### src/rtl/program_loader.sv
// Boot loader: accepts a framed byte stream (length, hi/lo word pairs, XOR checksum),
// writes the words to instruction memory from address 0 and releases the core on success.
module program_loader #(
  parameter int ADDR_WIDTH     = 8,
  parameter int TIMEOUT_CYCLES = 1000
) (
  input  logic                  CLK_pi,
  input  logic                  RESET_pi,
  input  logic                  start_pi,
  input  logic                  byte_valid_pi,
  input  logic [7:0]            byte_data_pi,
  output logic                  byte_ready_po,
  output logic                  imem_we_po,
  output logic [ADDR_WIDTH-1:0] imem_addr_po,
  output logic [15:0]           imem_data_po,
  output logic                  cpu_reset_po,
  output logic                  load_done_po,
  output logic                  load_error_po,
  output logic [2:0]            dbg_state_po
);

  // Handshake: a byte transfers on a rising edge where byte_valid_pi and byte_ready_po are both 1;
  // byte_ready_po depends only on the current state, never on byte_valid_pi.
  typedef enum logic [2:0] {
    S_IDLE, S_LEN_HI, S_LEN_LO, S_DATA_HI, S_DATA_LO, S_CHECK, S_DONE, S_ERROR
  } state_t;

  localparam int          TW        = $clog2(TIMEOUT_CYCLES + 1);
  localparam logic [16:0] MAX_WORDS = 17'(1) << ADDR_WIDTH;

  state_t                r_state;
  state_t                w_next_state;
  logic [7:0]            r_len_hi;
  logic [15:0]           r_len;
  logic [7:0]            r_hi;
  logic [16:0]           r_word_cnt;
  logic [7:0]            r_chk;
  logic [TW-1:0]         r_timer;
  logic                  r_we;
  logic [ADDR_WIDTH-1:0] r_addr;
  logic [15:0]           r_data;
  logic                  r_cpu_reset;
  logic                  r_done;
  logic                  r_error;

  logic                  w_ready;
  logic                  w_accept;
  logic                  w_start;
  logic [15:0]           w_len;
  logic                  w_len_bad;
  logic [16:0]           w_word_next;
  logic                  w_expired;

  assign w_ready     = (r_state == S_LEN_HI) || (r_state == S_LEN_LO) || (r_state == S_DATA_HI) ||
                       (r_state == S_DATA_LO) || (r_state == S_CHECK);
  assign w_accept    = w_ready && byte_valid_pi;
  assign w_start     = start_pi && ((r_state == S_IDLE) || (r_state == S_DONE) || (r_state == S_ERROR));
  assign w_len       = {r_len_hi, byte_data_pi};
  assign w_len_bad   = (w_len == 16'd0) || ({1'b0, w_len} > MAX_WORDS);
  assign w_word_next = r_word_cnt + 17'd1;
  // An accepted byte on the expiring cycle takes priority over the timeout.
  assign w_expired   = w_ready && !w_accept && (r_timer == TW'(TIMEOUT_CYCLES - 1));

  always_comb begin
    w_next_state = r_state;
    case (r_state)
      S_IDLE, S_DONE, S_ERROR: if (w_start) w_next_state = S_LEN_HI;
      S_LEN_HI:  if (w_accept) w_next_state = S_LEN_LO;
      S_LEN_LO:  if (w_accept) w_next_state = w_len_bad ? S_ERROR : S_DATA_HI;
      S_DATA_HI: if (w_accept) w_next_state = S_DATA_LO;
      S_DATA_LO: if (w_accept) w_next_state = (w_word_next == {1'b0, r_len}) ? S_CHECK : S_DATA_HI;
      S_CHECK:   if (w_accept) w_next_state = (byte_data_pi == r_chk) ? S_DONE : S_ERROR;
      default:   w_next_state = S_IDLE;
    endcase
    if (w_expired) w_next_state = S_ERROR;
  end

  always_ff @(posedge CLK_pi or negedge RESET_pi) begin
    if (!RESET_pi) begin
      r_state     <= S_IDLE;
      r_len_hi    <= '0;
      r_len       <= '0;
      r_hi        <= '0;
      r_word_cnt  <= '0;
      r_chk       <= '0;
      r_timer     <= '0;
      r_we        <= 1'b0;
      r_addr      <= '0;
      r_data      <= '0;
      r_cpu_reset <= 1'b1;
      r_done      <= 1'b0;
      r_error     <= 1'b0;
    end else begin
      r_state <= w_next_state;
      r_we    <= 1'b0;
      if (w_start) begin
        r_chk       <= '0;
        r_word_cnt  <= '0;
        r_timer     <= '0;
        r_cpu_reset <= 1'b1;
        r_done      <= 1'b0;
        r_error     <= 1'b0;
      end else if (w_accept) begin
        r_timer <= '0;
        if (r_state != S_CHECK) r_chk <= r_chk ^ byte_data_pi;
        case (r_state)
          S_LEN_HI:  r_len_hi <= byte_data_pi;
          S_LEN_LO:  r_len    <= w_len;
          S_DATA_HI: r_hi     <= byte_data_pi;
          S_DATA_LO: begin
            r_we       <= 1'b1;
            r_addr     <= r_word_cnt[ADDR_WIDTH-1:0];
            r_data     <= {r_hi, byte_data_pi};
            r_word_cnt <= w_word_next;
          end
          default: ;
        endcase
      end else if (w_ready) begin
        r_timer <= w_expired ? '0 : r_timer + TW'(1);
      end
      if (w_next_state == S_DONE && r_state != S_DONE) begin
        r_done      <= 1'b1;
        r_cpu_reset <= 1'b0;
      end
      if (w_next_state == S_ERROR && r_state != S_ERROR) r_error <= 1'b1;
    end
  end

  assign byte_ready_po = w_ready;
  assign imem_we_po    = r_we;
  assign imem_addr_po  = r_addr;
  assign imem_data_po  = r_data;
  assign cpu_reset_po  = r_cpu_reset;
  assign load_done_po  = r_done;
  assign load_error_po = r_error;
  assign dbg_state_po  = r_state;

endmodule

### config.mk
export PLATFORM = sky130hd
export DESIGN_NAME = program_loader
export DESIGN_NICKNAME = d
export VERILOG_FILES = /design/src/rtl/program_loader.sv
export SDC_FILE = /design/constraint.sdc
export NUM_CORES = 1
export LEC_CHECK = 0
export CAP_MARGIN = 20
export CORE_ASPECT_RATIO = 0.7
export CORE_MARGIN = 10
export CORE_UTILIZATION = 35
export CTS_CLUSTER_DIAMETER = 30
export DETAILED_ROUTE_END_ITERATION = 10
export PLACE_DENSITY = 0.64
export SYNTH_ARGS = -nofsm -noshare
export SYNTH_HDL_FRONTEND = slang
export SYNTH_SLANG_ARGS = --single-unit
### constraint.sdc
create_clock -name CLK_pi -period 3.2 [get_ports CLK_pi]
set_input_delay 0.64 -clock CLK_pi [delete_from_list [all_inputs] [get_ports CLK_pi]]
set_output_delay 0.64 -clock CLK_pi [all_outputs]
set_load 0.02 [all_outputs]
# Word level (Yosys, flattened, before mapping)
# Cells that the tools add are included.
[totals]
elab_cells = 91
regBits = 98
inputBits = 12
latchBits = 0
rom_bits = 0
mem_bits_rw = 0
output_inout_bits = 32
n_memories = 0
[classes]
n_lt_le_gt_ge = 1
bitwise = 2
n_reduce_logical = 29
div = 0
shift = 0
n_eq_ne = 15
n_mul = 0
addsub = 2
n_mux = 29
[op_table]
columns = ["operator", "n"]
rows = [
  ["$mux W17", 3],
  ["$mux W10", 4],
  ["$mux W3", 9],
  ["$mux W8", 3],
  ["$eq A3 B3 Y1 const B", 6],
  ["$pmux W3 S6", 1],
  ["$add A17 B1 Y17 const B", 1],
  ["$eq A17 B16 Y1", 1],
  ["$gt A16 B9 Y1 const B", 1],
  ["$logic_not A16 Y1", 1],
  ["$reduce_and A3 Y1", 4],
  ["$add A10 B1 Y10 const B", 1],
  ["$eq A10 B10 Y1 const B", 1],
  ["$reduce_bool A2 Y1", 5],
  ["$mux W1", 9],
  ["$ne A3 B3 Y1 const B", 3],
  ["$eq A8 B8 Y1", 1],
  ["$xor A8 B8 Y8", 1],
  ["$logic_or A1 B1 Y1", 7],
  ["$eq A3 B2 Y1 const B", 2],
  ["$logic_and A1 B1 Y1", 6],
  ["$reduce_and A2 Y1", 2],
  ["$eq A3 B1 Y1 const B", 1],
  ["$logic_not A3 Y1", 1],
  ["4 further kinds", 4],
]

# Depth between registers and ports, before layout
# Gate-level depths: netlist of run 1.
[depth]
depth_word = 13
depth_mapped = 8

# Worst setup path before layout of run 1
# OpenSTA, ideal clock, no wires.
[synth_timing]
path_type = "input port to flip-flop"
startpoint = "in byte_valid_pi"
endpoint = "reg r_len[10]"
path_buffers = 3
path_slack_ps = 873
arrival_ps = 2203
stages = 6
cell_sequence = "clkbuf_1 -> nor2b_1 -> and3b_1 -> buf_2 -> buf_1 -> mux2_2"
[synth_via]
elab_chain_cells = 2
[synth_lines]
columns = ["element", "line", "text"]
rows = [
  ["start, declared", "10", "input logic byte_valid_pi,"],
  ["$logic_and A1 B1 Y1", "56", "assign w_accept = w_ready && byte_valid_pi;"],
  ["$reduce_and A3 Y1 (no line)", "--", ""],
  ["end signal, assigned", "108", "S_LEN_LO: r_len <= w_len;"],
  ["end, declared", "34", "logic [15:0] r_len;"],
]
# No other way between the ends.
# A chain may end at the register's enable or synchronous reset.

# Worst setup path in the final report of run 1
[layout_timing]
startpoint = "reg r_state[2], in the netlist dbg_state_po[2]"
endpoint = "out byte_ready_po"
[layout_via]
elab_chain_cells = 5
word_cells_on_any_way = 9
[layout_lines]
columns = ["element", "line", "text"]
rows = [
  ["start, declared", "31", "state_t r_state;"],
  ["start signal, assigned", "94", "r_state <= w_next_state;"],
  ["$eq A3 B1 Y1 / $eq A3 B2 Y1 (equally long branches)", "54", "assign w_ready = (r_state == S_LEN_HI) || (r_state == S_LEN_LO) || (r_state == S_DATA_HI) ||"],
  ["$logic_or A1 B1 Y1 (3 in a row)", "54", ""],
  ["$logic_or A1 B1 Y1 (*)", "55", "(r_state == S_DATA_LO) || (r_state == S_CHECK);"],
  ["end, declared", "12", "output logic byte_ready_po,"],
]
# Every way passes the cells marked *; elsewhere a longest branch is shown, timed or not.

==> run summary, run 1 <==
### Clock tree
- H-tree levels: 3
- number of cells upsized or downsized after cts: 0
- number of buffers created by CTS: 9
- cell at the root of the clock tree: sky130_fd_sc_hd__clkbuf_16
- TritonCTS clock tree: built
- clock tree sinks: 98
- Worst-Skew Late Latency: 360 ps
- Post-CTS Setup Inserts: 0
- clock-pin transition on the worst setup and hold timing paths: 70 ps
- number of buffers inserted by hold repair at cts: 0
- maximum clock path buffer count: 2

### Power and ir drop
- peak ir drop on the vdd network: 434 uV
- total power per unit cell area: 844 mW/mm^2
- static leakage: 2.49 nW

### STA
- final hold violations: 0
- share of the clock period used by the worst path: 86.8%
- Hold Worst Slack: 292 ps
- total of endpoints with negative setup slack in the final report: 0
- clock tree skew after final layout: 10.1 ps
- final slew viol count: 0
- highest clock rate: 0.360 GHz
- final worst setup slack: 423 ps
- final critical path time including I/O delays and setup: 2780 ps
- Slew headroom: 59.1%
- RSZ-0062 raised after global routing: no
- transition time of the tightest slew-check pin: 609 ps
- total negative slack: 0 ps

### Synthesis
- synthesized netlist cell count: 511
- number of enable-type register cells in the synthesized netlist: 0
- sequential-to-total area share from yosys stat: 50.3%
- cell area after technology mapping: 0.00488 mm^2
- ys async rst share: 100%
- number of library cell types mapped by synthesis: 51
- synthesized net count: 525
- average instance area after synthesis: 9.55 um^2
- most used flip-flop cell after synthesis: sky130_fd_sc_hd__dfrtp_1
- Synthesis Warnings: 0
- post-synthesis sequential element count: 98

### Job
- max cap viols: 0

### Place
- Setup Slack @ Placement: 331 ps
- count of buffers inserted at the top-level ports: 43
- half-perimeter wire length after placement: 8470 um
- Routability Congestion: 0.837

### Floorplan
- overall die area: 0.0191 mm^2
- Row Count: 36
- vertical die dimension: 119 um
- horizontal die dimension: 161 um
- number of I/O pins: 44
- initial core utilization: 35.4%
- total core area: 0.0138 mm^2

### Setup path
- Worst Reg2Reg Path Length in Cells: 8
- Crit Reg-Reg Endpoint: dbg_state_po[1]
- kind of critical path: register to output pin
- endpoint arrival time on the critical path: 2140 ps
- required arrival time at the worst endpoint: 2560 ps
- CP Launch Type: register
- crit end category: output pin
- launching point of the worst reg2reg path: r_word_cnt[0]
- slack of the worst reg-to-reg path: 440 ps
- largest driver fanout on the critical path: 14

### Global route
- vias in the first global route: 3881
- GRT Resource Usage Total: 12.9%
- global-route wire length before repair: 20500 um
- number of antenna violations at the first check in global routing: 0
- pin count of the biggest net entering global routing: 55
- total congestion overflow after global routing: 0

### Cells and area
- FILL cells: 1374
- highest-count cells in the layout ignoring fill and taps: 107 x sky130_fd_sc_hd__nand2_1, 97 x sky130_fd_sc_hd__dfrtp_1, 43 x sky130_fd_sc_hd__o21ai_0
- Final nets: 562
- diodes inserted: 0
- Area Overhead vs Synth: 19.5%
- post-layout utilization of the core: 42.3%
- share of post-route cells with drive strength above 1: 12.8%
- leading cell type in the layout, fill and taps excluded: sky130_fd_sc_hd__nand2_1

### Drt
- remaining routing DRC violations: 0
- first-iteration detailed-routing DRC count: 240
- via count: 3870
- average detailed-routed wire length per instance: 16.0 um
- DR vias/cell: 5.21
- routed wire length: 11900 um
- TritonRoute pass-1 iters: 4
- number of nets with antenna violations after detailed routing: 0

### Status
- status: completed

### Worst hold path
- min-delay worst type: input pin to async pin

==> metrics by stage <==
step / cell area [um^2] / cells / power [mW]
2_1_floorplan: 4880 / 511 / 3.17
3_3_place_gp: 5540 / 727 / 3.84
3_5_place_dp: 5540 / 727 / 3.90
4_1_cts: 5830 / 743 / 4.96
5_1_grt: 5830 / 743 / 5.27
6_report: 5830 / 743 / 4.92
==> synthesized netlist by cell type (all sizes together) (2+ instances only) <==
master  number  area, um^2
nor4         9        56.3
mux2i        2        20.0
and2         4        25.0
clkbuf      19        71.3
nand4       13        96.3
ha           2        25.0
buf         15        78.8
a21o         2        15.0
nand2      107         402
nor2        31         116
or4          2        18.8
nor3         8        40.0
a221oi       2        17.5
nand3       23         115
o31ai        6        45.0
mux2        32         360
o21a         3        22.5
dfrtp       97        2430
a32o         2        20.0
and3         4        25.0
and3b        2        17.5
and4         3        27.5
xnor2       24         210
inv          2        7.51
nand2b       7        43.8
o21ai       45         225
xor2        15         131
a21oi        8        40.0
nor2b        4        25.0
a31oi        4        25.0
==> how the worst max path moves through the flow <==
stage                               start         endpoint  slack [ps]
final                     dbg_state_po[2]    byte_ready_po         420
after global routing        r_word_cnt[0]  dbg_state_po[1]         160
after CTS                 dbg_state_po[2]    byte_ready_po         410
after detailed placement  byte_data_pi[6]    load_error_po         330
after global placement    byte_data_pi[6]    load_error_po         340
after floorplan             byte_valid_pi        r_len[10]         870
==> final cells by class <==
| cell class | count | area [um^2] | area share (%) |
|---|---|---|---|
| clock buffers | 9 | 225 | 3.86 |
| clock inverters | 7 | 65.1 | 1.12 |
| inverters | 3 | 11.3 | 0.193 |
| multi-input cells | 376 | 2270 | 39.0 |
| flip-flops and latches | 98 | 2450 | 42.1 |
| well taps | 190 | 238 | 4.08 |
| repair buffers | 60 | 568 | 9.74 |
==> worst max-delay path, stage by stage (launching register included) <==
cell and delay (ps):
sky130_fd_sc_hd__dfrtp_1 540, sky130_fd_sc_hd__and2_0 310, sky130_fd_sc_hd__nor2_1 260, sky130_fd_sc_hd__clkdlybuf4s50_1 670
==> logic make-up (layout without fill, tap and decap cells) <==
| logic type | count (synthesis) | in the layout | share of synthesized area (%) |
|---|---|---|---|
| fa+ha+maj | 2 | 2 | 0.512 |
| buf+inv | 37 | 79 | 3.31 |
| compound gates | 80 | 80 | 9.82 |
| mux | 34 | 34 | 7.79 |
| simple gates | 221 | 221 | 21.3 |
| xor+xnor | 39 | 39 | 7.00 |
| flops | 98 | 98 | 50.3 |
==> state kept, by name, summed over array words and instances, names as in the netlist <==
name and count:
imem_data_po 16, imem_addr_po 8, r_chk 8, load_error_po 1, r_len_hi 8, r_word_cnt 17
r_timer 10, cpu_reset_po 1, r_len 16, r_hi 8, dbg_state_po 3, imem_we_po 1
load_done_po 1
==> power by group <==
part	total (mW)	switching (mW)	internal, mW
sequential	2.03	0.368	1.66
clock	1.05	0.508	0.539
combinational	1.85	0.962	0.884
==> metal layers <==
layer | GRT usage, % | wire length [um] | up-vias
met5 | 0 | 0 | -
met4 | 3.00 | 51 | 0
met3 | 3.85 | 733 | 6
met2 | 18.3 | 5090 | 110
met1 | 18.8 | 6010 | 1906
li1 | - | - | 1848
(Power assumes the default switching activity.)
==> run 2, diff against run 1 <==
- SETUP_SLACK_MARGIN: default -> 0.1
- clock period: 3.2 -> 3.1 ns (I/O delays scaled with it)
==> run summary, run 2 (same netlist as run 1, synthesis figures left out) <==
### Status
- status: completed

### Floorplan
- number of I/O pins: 44
- total core area: 0.0138 mm^2
- initial core utilization: 35.4%
- horizontal die dimension: 161 um
- Row Count: 36
- vertical die dimension: 119 um
- overall die area: 0.0191 mm^2

### STA
- final critical path time including I/O delays and setup: 2790 ps
- highest clock rate: 0.359 GHz
- share of the clock period used by the worst path: 89.9%
- total negative slack: 0 ps
- transition time of the tightest slew-check pin: 686 ps
- Slew headroom: 53.9%
- clock tree skew after final layout: 10.8 ps
- Hold Worst Slack: 236 ps
- total of endpoints with negative setup slack in the final report: 0
- RSZ-0062 raised after global routing: no
- final hold violations: 0
- final worst setup slack: 312 ps
- final slew viol count: 0

### Drt
- via count: 3878
- number of nets with antenna violations after detailed routing: 0
- remaining routing DRC violations: 0
- DR vias/cell: 5.20
- first-iteration detailed-routing DRC count: 275
- average detailed-routed wire length per instance: 15.8 um
- TritonRoute pass-1 iters: 5
- routed wire length: 11800 um

### Setup path
- CP Launch Type: register
- required arrival time at the worst endpoint: 2480 ps
- crit end category: output pin
- slack of the worst reg-to-reg path: 440 ps
- Max stage delay cell, worst path: sky130_fd_sc_hd__clkdlybuf4s50_1
- largest driver fanout on the critical path: 14
- endpoint arrival time on the critical path: 2170 ps
- kind of critical path: register to output pin
- number of buffer and inverter stages on the critical path: 1
- CP max stage delay: 670 ps
- CP top delay family: buffers and inverters
- cells traversed along the worst timing path: and2_0 -> nor2_1 -> clkdlybuf4s50_1

### Cells and area
- share of post-route cells with drive strength above 1: 13.3%
- diodes inserted: 0
- Area Overhead vs Synth: 20.1%
- leading cell type in the layout, fill and taps excluded: sky130_fd_sc_hd__nand2_1
- register with the most flip-flops: r_word_cnt
- area of the multi-input gates: 0.00228 mm^2
- Final nets: 565
- FILL cells: 1360
- number of flip-flops under the largest register name: 17
- non-filler cells, final: 746
- post-layout utilization of the core: 42.5%
- highest-count cells in the layout ignoring fill and taps: 107 x sky130_fd_sc_hd__nand2_1, 97 x sky130_fd_sc_hd__dfrtp_1, 43 x sky130_fd_sc_hd__o21ai_0
- sequential cell area: 0.00245 mm^2

### Place
- half-perimeter wire length after placement: 8460 um
- Routability Congestion: 0.824
- Setup Slack @ Placement: 296 ps
- cell total after placement: 730
- count of buffers inserted at the top-level ports: 43

### Global route
- GRT Resource Usage Total: 12.8%
- vias in the first global route: 3708
- number of antenna violations at the first check in global routing: 0
- pin count of the biggest net entering global routing: 49
- global-route wire length before repair: 20200 um
- total congestion overflow after global routing: 0

### Power and ir drop
- total power per unit cell area: 869 mW/mm^2
- peak ir drop on the vdd network: 507 uV
- static leakage: 2.51 nW

### Clock tree
- TritonCTS clock tree: built
- H-tree levels: 3
- cell at the root of the clock tree: sky130_fd_sc_hd__clkbuf_16
- maximum clock path buffer count: 2
- clock-pin transition on the worst setup and hold timing paths: 70 ps
- number of buffers created by CTS: 9
- Post-CTS Setup Inserts: 0
- Worst-Skew Late Latency: 360 ps
- clock tree sinks: 98

### Worst hold path
- min-delay worst type: input pin to async pin

### Job
- max cap viols: 0

run 2: changes by cell type in the layout (fill, tap and decap cells not counted):
cell	delta
sky130_fd_sc_hd__clkbuf_1	+1
sky130_fd_sc_hd__inv_8	+1
sky130_fd_sc_hd__clkinv_4	-1
sky130_fd_sc_hd__inv_6	-1
sky130_fd_sc_hd__nor4_1	-1
sky130_fd_sc_hd__nor4_2	+1
sky130_fd_sc_hd__clkinv_8	-1
sky130_fd_sc_hd__clkinvlp_4	-1
sky130_fd_sc_hd__clkbuf_8	+2
sky130_fd_sc_hd__buf_4	+3
run 2: final timing paths:
path	startpoint	end	cells after the start
min reg2reg	imem_data_po[0]	imem_data_po[0]	2
max reg2reg	r_word_cnt[0]	dbg_state_po[1]	8
max	dbg_state_po[2]	byte_ready_po	3
max in group asynchronous	RESET_pi	r_word_cnt[9]	2
min in group CLK_pi	imem_data_po[0]	imem_data_po[0]	2
min	RESET_pi	imem_addr_po[3]	1
run 2: metal layers:
layer	wire, um	GRT usage (%)
met5	0	0
met2	4980	18.1
met1	5960	18.9
met3	708	3.17
met4	111	3.12
run 2: what timing repair did:
action                                 CTS  global route
gates resized for setup                  0             1
endpoints found under the hold margin    0             0
setup endpoints to repair                0             1
hold buffers                             0             0
run 2: power by group:
part | internal [mW] | switching [mW] | total [mW]
clock network | 0.596 | 0.492 | 1.09
registers | 1.71 | 0.379 | 2.09
logic | 0.927 | 0.990 | 1.92
total | 3.24 | 1.86 | 5.10
run 2: final cells by class:
cell class	instances	area share, %
timing repair buffer	63	10.1
clock inverter	4	0.598
tap	190	4.05
clock buffer	12	4.37
inverter	3	0.192
multi-input combinational	376	38.9
sequential	98	41.8
run 2: worst register-to-register path: stages, from the launching register on:
cell and delay [ps]:
sky130_fd_sc_hd__dfrtp_1 460, sky130_fd_sc_hd__ha_1 320, sky130_fd_sc_hd__nand4_1 330, sky130_fd_sc_hd__nor2_1 440, sky130_fd_sc_hd__o2111ai_1 200, sky130_fd_sc_hd__nor4_2 320, sky130_fd_sc_hd__buf_4 190, sky130_fd_sc_hd__nand4_1 90
sky130_fd_sc_hd__o21a_1 190
run 2: stage by stage:
stage                     cell area (um^2)  total power, mW
after CTS                             5860             5.13
after floorplan                       4880             3.27
after global placement                5570             3.98
after global routing                  5860             5.47
final                                 5860             5.10
after detailed placement              5570             4.03
==> run 3, diff against run 2 <==
- CAP_MARGIN: 20 -> 25
==> results of run 3 <==
The final DEF is identical to that of run 2; final timing and power are the same.
